==> src/rtl/patbuf_pkg.sv <==
// Shared definitions for the pattern-buffer configuration path: widths, the loader
// state encoding and the queued command record.
package patbuf_pkg;
  localparam int ADDR_W = 3;
  localparam int BYTE_W = 8;
  localparam int BIT_W  = $clog2(BYTE_W);

  typedef enum logic [1:0] {
    IDLE  = 2'd0,
    SHIFT = 2'd1,
    STALL = 2'd2,
    GAP   = 2'd3
  } state_t;

  typedef struct packed {
    logic [ADDR_W-1:0] addr;
    logic [BYTE_W-1:0] data;
    logic              last;
  } cmd_t;
endpackage

==> src/rtl/patload_fifo.sv <==
// Command FIFO for the pattern loader. Push is ignored when full and pop is ignored
// when empty, so neither overflow nor underflow can happen.
module patload_fifo
  import patbuf_pkg::*;
#(
  parameter int DEPTH = 4
) (
  input  logic                     i_clk,
  input  logic                     i_rst_n,
  input  logic                     i_push,
  input  cmd_t                     i_wdata,
  input  logic                     i_pop,
  output cmd_t                     o_rdata,
  output logic                     o_full,
  output logic                     o_empty,
  output logic [$clog2(DEPTH):0]   o_count
);
  localparam int PTR_W = $clog2(DEPTH);

  cmd_t             r_mem [DEPTH];
  logic [PTR_W-1:0] r_wptr;
  logic [PTR_W-1:0] r_rptr;
  logic [PTR_W:0]   r_count;
  logic             w_push;
  logic             w_pop;

  assign w_push = i_push && !o_full;
  assign w_pop  = i_pop && !o_empty;

  always_ff @(posedge i_clk or negedge i_rst_n) begin
    if (!i_rst_n) begin
      r_wptr  <= '0;
      r_rptr  <= '0;
      r_count <= '0;
    end else begin
      if (w_push) r_wptr <= r_wptr + 1'b1;
      if (w_pop)  r_rptr <= r_rptr + 1'b1;
      case ({w_push, w_pop})
        2'b10:   r_count <= r_count + 1'b1;
        2'b01:   r_count <= r_count - 1'b1;
        default: r_count <= r_count;
      endcase
    end
  end

  // Storage needs no reset: an entry is only read after it has been written.
  always_ff @(posedge i_clk) begin
    if (w_push) r_mem[r_wptr] <= i_wdata;
  end

  assign o_rdata = r_mem[r_rptr];
  assign o_full  = (r_count == (PTR_W+1)'(DEPTH));
  assign o_empty = (r_count == '0);
  assign o_count = r_count;
endmodule

==> src/rtl/pattern_loader.sv <==
// Serialises host bytes MSB-first onto sin with ssel/saddr framing and collects the
// bits returned on sout into read-back bytes.
module pattern_loader
  import patbuf_pkg::*;
#(
  parameter int FIFO_DEPTH = 4,
  parameter int GAP_CYCLES = 2
) (
  input  logic              sclk,
  input  logic              rst_n,
  input  logic              cmd_valid,
  output logic              cmd_ready,
  input  logic [ADDR_W-1:0] cmd_addr,
  input  logic [BYTE_W-1:0] cmd_data,
  input  logic              cmd_last,
  output logic              sin,
  output logic              ssel,
  output logic [ADDR_W-1:0] saddr,
  input  logic              sout,
  output logic              rb_valid,
  output logic [BYTE_W-1:0] rb_data,
  output logic              busy,
  output state_t            dbg_state
);
  localparam int GCNT_W = (GAP_CYCLES > 1) ? $clog2(GAP_CYCLES) : 1;

  // Host port: a byte transfers on every rising edge where cmd_valid && cmd_ready;
  // cmd_ready depends only on registered state, never on cmd_valid.
  cmd_t                      w_wdata;
  cmd_t                      w_rdata;
  logic                      w_push;
  logic                      w_pop;
  logic                      w_full;
  logic                      w_empty;
  logic [$clog2(FIFO_DEPTH):0] w_count;
  logic                      w_bit_done;

  state_t                    r_state;
  logic                      r_ready_en;
  logic [BYTE_W-2:0]         r_shreg;
  logic [BIT_W-1:0]          r_bitcnt;
  logic                      r_last;
  logic [GCNT_W-1:0]         r_gcnt;
  logic                      r_sin;
  logic                      r_ssel;
  logic [ADDR_W-1:0]         r_saddr;
  logic [BYTE_W-2:0]         r_rbreg;
  logic [BIT_W-1:0]          r_rbcnt;
  logic                      r_rb_valid;
  logic [BYTE_W-1:0]         r_rb_data;

  assign w_wdata    = '{addr: cmd_addr, data: cmd_data, last: cmd_last};
  assign w_push     = cmd_valid && cmd_ready;
  assign w_bit_done = (r_bitcnt == BIT_W'(BYTE_W-1));

  patload_fifo #(.DEPTH(FIFO_DEPTH)) u_fifo (
    .i_clk   (sclk),
    .i_rst_n (rst_n),
    .i_push  (w_push),
    .i_wdata (w_wdata),
    .i_pop   (w_pop),
    .o_rdata (w_rdata),
    .o_full  (w_full),
    .o_empty (w_empty),
    .o_count (w_count)
  );

  always_comb begin
    w_pop = 1'b0;
    case (r_state)
      IDLE, STALL: w_pop = !w_empty;
      SHIFT:       w_pop = w_bit_done && !r_last && !w_empty;
      default:     w_pop = 1'b0;
    endcase
  end

  // Every pop loads the shifter, so the load path is shared by IDLE, STALL and SHIFT.
  always_ff @(posedge sclk or negedge rst_n) begin
    if (!rst_n) begin
      r_state    <= IDLE;
      r_ready_en <= 1'b0;
      r_shreg    <= '0;
      r_bitcnt   <= '0;
      r_last     <= 1'b0;
      r_gcnt     <= '0;
      r_sin      <= 1'b0;
      r_ssel     <= 1'b0;
      r_saddr    <= '0;
    end else begin
      r_ready_en <= 1'b1;
      if (w_pop) begin
        r_shreg  <= w_rdata.data[BYTE_W-2:0];
        r_sin    <= w_rdata.data[BYTE_W-1];
        r_ssel   <= 1'b1;
        r_bitcnt <= '0;
        r_last   <= w_rdata.last;
        r_state  <= SHIFT;
        if (r_state == IDLE) r_saddr <= w_rdata.addr;
      end else begin
        case (r_state)
          SHIFT: begin
            if (w_bit_done) begin
              r_ssel  <= 1'b0;
              r_sin   <= 1'b0;
              r_gcnt  <= '0;
              r_state <= r_last ? GAP : STALL;
            end else begin
              r_sin    <= r_shreg[BYTE_W-2];
              r_shreg  <= {r_shreg[BYTE_W-3:0], 1'b0};
              r_bitcnt <= r_bitcnt + 1'b1;
            end
          end
          GAP: begin
            if (r_gcnt == GCNT_W'(GAP_CYCLES-1)) r_state <= IDLE;
            else                                 r_gcnt  <= r_gcnt + 1'b1;
          end
          default: r_state <= r_state;
        endcase
      end
    end
  end

  // The buffers present their next bit on sout and shift on the same edges as sin.
  always_ff @(posedge sclk or negedge rst_n) begin
    if (!rst_n) begin
      r_rbreg    <= '0;
      r_rbcnt    <= '0;
      r_rb_valid <= 1'b0;
      r_rb_data  <= '0;
    end else begin
      r_rb_valid <= 1'b0;
      if (r_ssel) begin
        r_rbreg <= {r_rbreg[BYTE_W-3:0], sout};
        r_rbcnt <= r_rbcnt + 1'b1;
        if (r_rbcnt == BIT_W'(BYTE_W-1)) begin
          r_rb_valid <= 1'b1;
          r_rb_data  <= {r_rbreg, sout};
        end
      end
    end
  end

  assign cmd_ready = r_ready_en && !w_full;
  assign sin       = r_sin;
  assign ssel      = r_ssel;
  assign saddr     = r_saddr;
  assign rb_valid  = r_rb_valid;
  assign rb_data   = r_rb_data;
  assign busy      = (r_state != IDLE) || (w_count != '0);
  assign dbg_state = r_state;
endmodule

==> config.mk <==
export PLATFORM = sky130hd
export DESIGN_NAME = pattern_loader
export DESIGN_NICKNAME = d
export VERILOG_FILES = /design/src/rtl/patbuf_pkg.sv /design/src/rtl/patload_fifo.sv /design/src/rtl/pattern_loader.sv
export SDC_FILE = /design/constraint.sdc
export NUM_CORES = 1
export LEC_CHECK = 0
export CAP_MARGIN = 30
export CORE_MARGIN = 10
export CORE_UTILIZATION = 56
export CTS_CLUSTER_SIZE = 28
export DETAILED_ROUTE_END_ITERATION = 12
export MAX_ROUTING_LAYER = met4
export PLACE_DENSITY = 0.78
export SYNTH_ARGS = -nofsm -noshare
export SYNTH_HDL_FRONTEND = slang
export SYNTH_SLANG_ARGS = --single-unit
==> constraint.sdc <==
create_clock -name sclk -period 3.1 [get_ports sclk]
set_clock_uncertainty 0.05 [all_clocks]
set_input_delay 0.62 -clock sclk [delete_from_list [all_inputs] [get_ports sclk]]
set_output_delay 0.62 -clock sclk [all_outputs]
set_load 0.1 [all_outputs]
==> out/qor.log <==
[die] Die Y 102 um
[sta] final setup vio count 0
[worst_hold_path] class of the worst hold path primary input to async pin
[die] initial standard-cell utilization of the core 58.1%
[placed_design] input/output buffers 33
[setup_path] cells along the critical path ha_1 > ha_1 > or3b_4 > a21o_4 > clkinv_2 > ha_1 > fa_1 > mux2_2
[logic_synthesis] Post-synth EDFFs 48
[die] overall die area 0.0103 mm^2
[setup_path] most frequent cell on the critical path ha_1
[setup_path] flop2flop setup slack 0.51 ns
[setup_path] Worst setup startpoint r_bitcnt[1]
[logic_synthesis] most common flop cell mapped by yosys edfxtp_1
[sta] Final Hold Fails 0
[sta] remaining max-slew budget at the tightest pin 55.3%
[global_route] global-route total usage across every layer 12.7%
[route] Via-to-Cell Ratio 5.54
[cells_and_area] # diodes 0
[cts] Skew-Pair Late Insertion Delay 0.36 ns
[die] die outline width 102 um
[setup_path] crit path buf inv count 1
[sta] Max Fclk 0.386 GHz
[logic_synthesis] largest family of logic cells by synthesized area multiplexers
[cells_and_area] highest-count cells in the layout ignoring fill and taps 48 x edfxtp_1, 46 x dfrtp_1, 24 x mux2_2
[global_route] pin count of the biggest net entering global routing 31
[global_route] vias in the first global route 1,929
[die] Core Box Area 0.00642 mm^2
[cts] CTS HTree Levels 3
[logic_synthesis] Post-Synth XOR/XNOR Area 1.64%
[cells_and_area] layout cell share with drive strength beyond 1 30.1%
[logic_synthesis] number of distinct library cells after synthesis 35
[sta] Tightest Pin Transition 0.671 ns
[cts] post-CTS clock slew at the launch and capture registers of the worst setup and hold paths 0.09 ns
[sta] Final Slew Violations 0
[cts] number of buffers added by the clock tree synthesis step 9
[cts] setup bufs post-CTS 0
[die] top-level port count 34
[cts] post-CTS sizing 0
[setup_path] FF-to-FF End u_fifo.o_count[1]
[route] average wire length per cell after detail routing 17.8 um
[setup_path] worst r2r src r_bitcnt[1]
[setup_path] Worst Setup Start Kind register
[global_route] initial antenna violation count 0
[route] Initial DRT Pass Iterations 4
[logic_synthesis] post-synthesis share of cell area spent on full adders, half adders and majority gates 3.56%
[logic_synthesis] multiplexer area fraction after synthesis 14.8%
[route] routed vias 1,860
[cts] clock tree sinks 94
[logic_synthesis] compound-cell area share of the yosys netlist 4.63%
[setup_path] Crit path required time 3.30 ns
[global_route] overall overflow remaining after global route 0
[cts] CTS Buffer Depth 2
[logic_synthesis] Mean Syn Cell Area 17.4 um^2
[outcome] status completed
[sta] Post-Route Setup TNS 0 ns
[logic_synthesis] post-synthesis instance total 214
[route] number of design-rule violations left by the first detailed-router iteration 131
[logic_synthesis] post-synthesis net count 240
[sta] post-route clock period utilization 83.6%
[setup_path] Crit. path cell count 8
[route] antenna-violating nets left 0
[logic_synthesis] cell area after technology mapping 0.00373 mm^2
[cells_and_area] Final Net Count 280
[placed_design] placed wire-length estimate 4.10 mm
[sta] unrepaired setup endpoints after global routing no
[setup_path] data arrival time of the critical path 2.79 ns
[cts] TritonCTS clock tree done
[route] DRC Markers 0
[logic_synthesis] sequential area share after synthesis 69.5%
[cts] Clk Tree Root Cell clkbuf_8
[cells_and_area] most common library cell in the layout ignoring fill and taps edfxtp_1
[logic_synthesis] Ys Warns 0
[cells_and_area] area delta synth->final 15.2%
[logic_synthesis] share of synthesized flip-flops with an asynchronous set or reset 48.9%
[cts] CTS hold repair buffers 0
[global_route] first-pass GRT wire length 9.72 mm
[setup_path] Setup CP Type register to register
[setup_path] family of cells with the greatest summed delay on the critical path adder cells
[placed_design] Routability Congestion 0.747
[job] number of max-cap violations 0
[setup_path] FF-to-FF path depth 8
[logic_synthesis] simple-gate share of the synthesized area 3.96%
[route] total routed wirelength 5.97 mm
[setup_path] critical path peak fanout 12
[setup_path] cell type of the slowest stage on the worst timing path fa_1
[setup_path] Largest stage delay, worst path 0.42 ns
[logic_synthesis] count of state elements after synthesis 94
[setup_path] end of the critical path u_fifo.o_count[1]
[sta] Min Clock Period, post-route 2.59 ns
[setup_path] kind of end point of the critical path register
[die] FP Rows 29
==> through the flow <==
| step | std cells | area (um^2) | worst slack (ns) | util (%) | hold WS, ns |
|---|---|---|---|---|---|
| final | 336 | 4300 | 0.509 | 66.9 | 0.120 |
| after global placement | 319 | 4080 | 0.577 | 63.5 | 0.410 |
| after CTS | 336 | 4300 | 0.522 | 66.9 | 0.129 |
| after detailed placement | 320 | 4100 | 0.532 | 63.8 | 0.417 |
| after floorplan | 214 | 3730 | 0.262 | - | 0.274 |
| after global routing | 336 | 4300 | 0.373 | 66.9 | 0.144 |
==> cell families (layout without fill, tap and decap cells) <==
| kind of cell | Yosys count | after routing |
|---|---|---|
| AND/OR/NAND/NOR | 30 | 30 |
| multiplexers | 37 | 37 |
| buffers and inverters | 13 | 58 |
| AO/OA/AOI/OAI | 22 | 22 |
| XOR/XNOR | 7 | 7 |
| flip-flops | 94 | 94 |
| other | 1 | 1 |
| adder cells (fa/ha/maj) | 10 | 10 |
==> layer usage <==
layer	routed length, um	global-route usage, %	share of wire (%)
met2	2870	19.3	48
met3	402	5.04	6.7
met5	0	-	0
met4	78	4.73	1.3
met1	2610	15.0	44
==> worst reg2reg max path, delay by kind of cell, from the launching register on <==
kind,cells,cell delay [ns]
fa+ha+maj,4,0.99
flops,1,0.37
simple gates,1,0.41
compound gates,1,0.26
mux,1,0.26
buf+inv,1,0.15
==> cell usage after synthesis, types with 2 or more instances <==
library cell | number | share of area [%]
mux2_2 | 24 | 7.2
buf_2 | 2 | 0.27
buf_6 | 2 | 0.60
and3_1 | 5 | 0.84
xnor2_1 | 5 | 1.2
dfrtp_1 | 46 | 31
ha_1 | 9 | 3.0
edfxtp_1 | 48 | 39
a22o_1 | 7 | 1.6
buf_1 | 2 | 0.20
o21ai_0 | 3 | 0.40
xor2_1 | 2 | 0.47
a21o_1 | 6 | 1.2
nand2_1 | 14 | 1.4
nor2_1 | 4 | 0.40
inv_1 | 5 | 0.50
mux4_2 | 12 | 7.2
==> sequential cells by signal, indices dropped and copies added (netlist names), 2 cells and up <==
| signal | flops |
|---|---|
| u_fifo.r_wptr | 2 |
| u_fifo.r_mem | 48 |
| saddr | 3 |
| dbg_state | 2 |
| r_bitcnt | 3 |
| u_fifo.r_rptr | 2 |
| rb_data | 8 |
| r_rbcnt | 3 |
| r_shreg | 7 |
| u_fifo.o_count | 3 |
| r_rbreg | 7 |
==> worst min path at each step <==
stage / start / endpoint / slack [ns]
6_report: rst_n / rb_data[3] / 0.12
5_1_grt: rst_n / rb_data[3] / 0.14
4_1_cts: rst_n / rb_data[3] / 0.13
3_5_place_dp: r_rbcnt[0] / r_rbcnt[0] / 0.42
3_3_place_gp: r_shreg[1] / r_shreg[1] / 0.41
2_1_floorplan: rst_n / dbg_state[0] / 0.27
==> layout make-up <==
class | count | area, um^2
multi-input combinational | 107 | 1070
clock buffer | 9 | 124
clock inverter | 7 | 71.3
sequential | 94 | 2590
inverter | 6 | 23.8
fill | 452 | 2130
tap | 77 | 96.3
timing repair buffer | 36 | 315
Power is not shown: default switching activity piles up to over one toggle a cycle in this logic, so the estimate is an artifact.
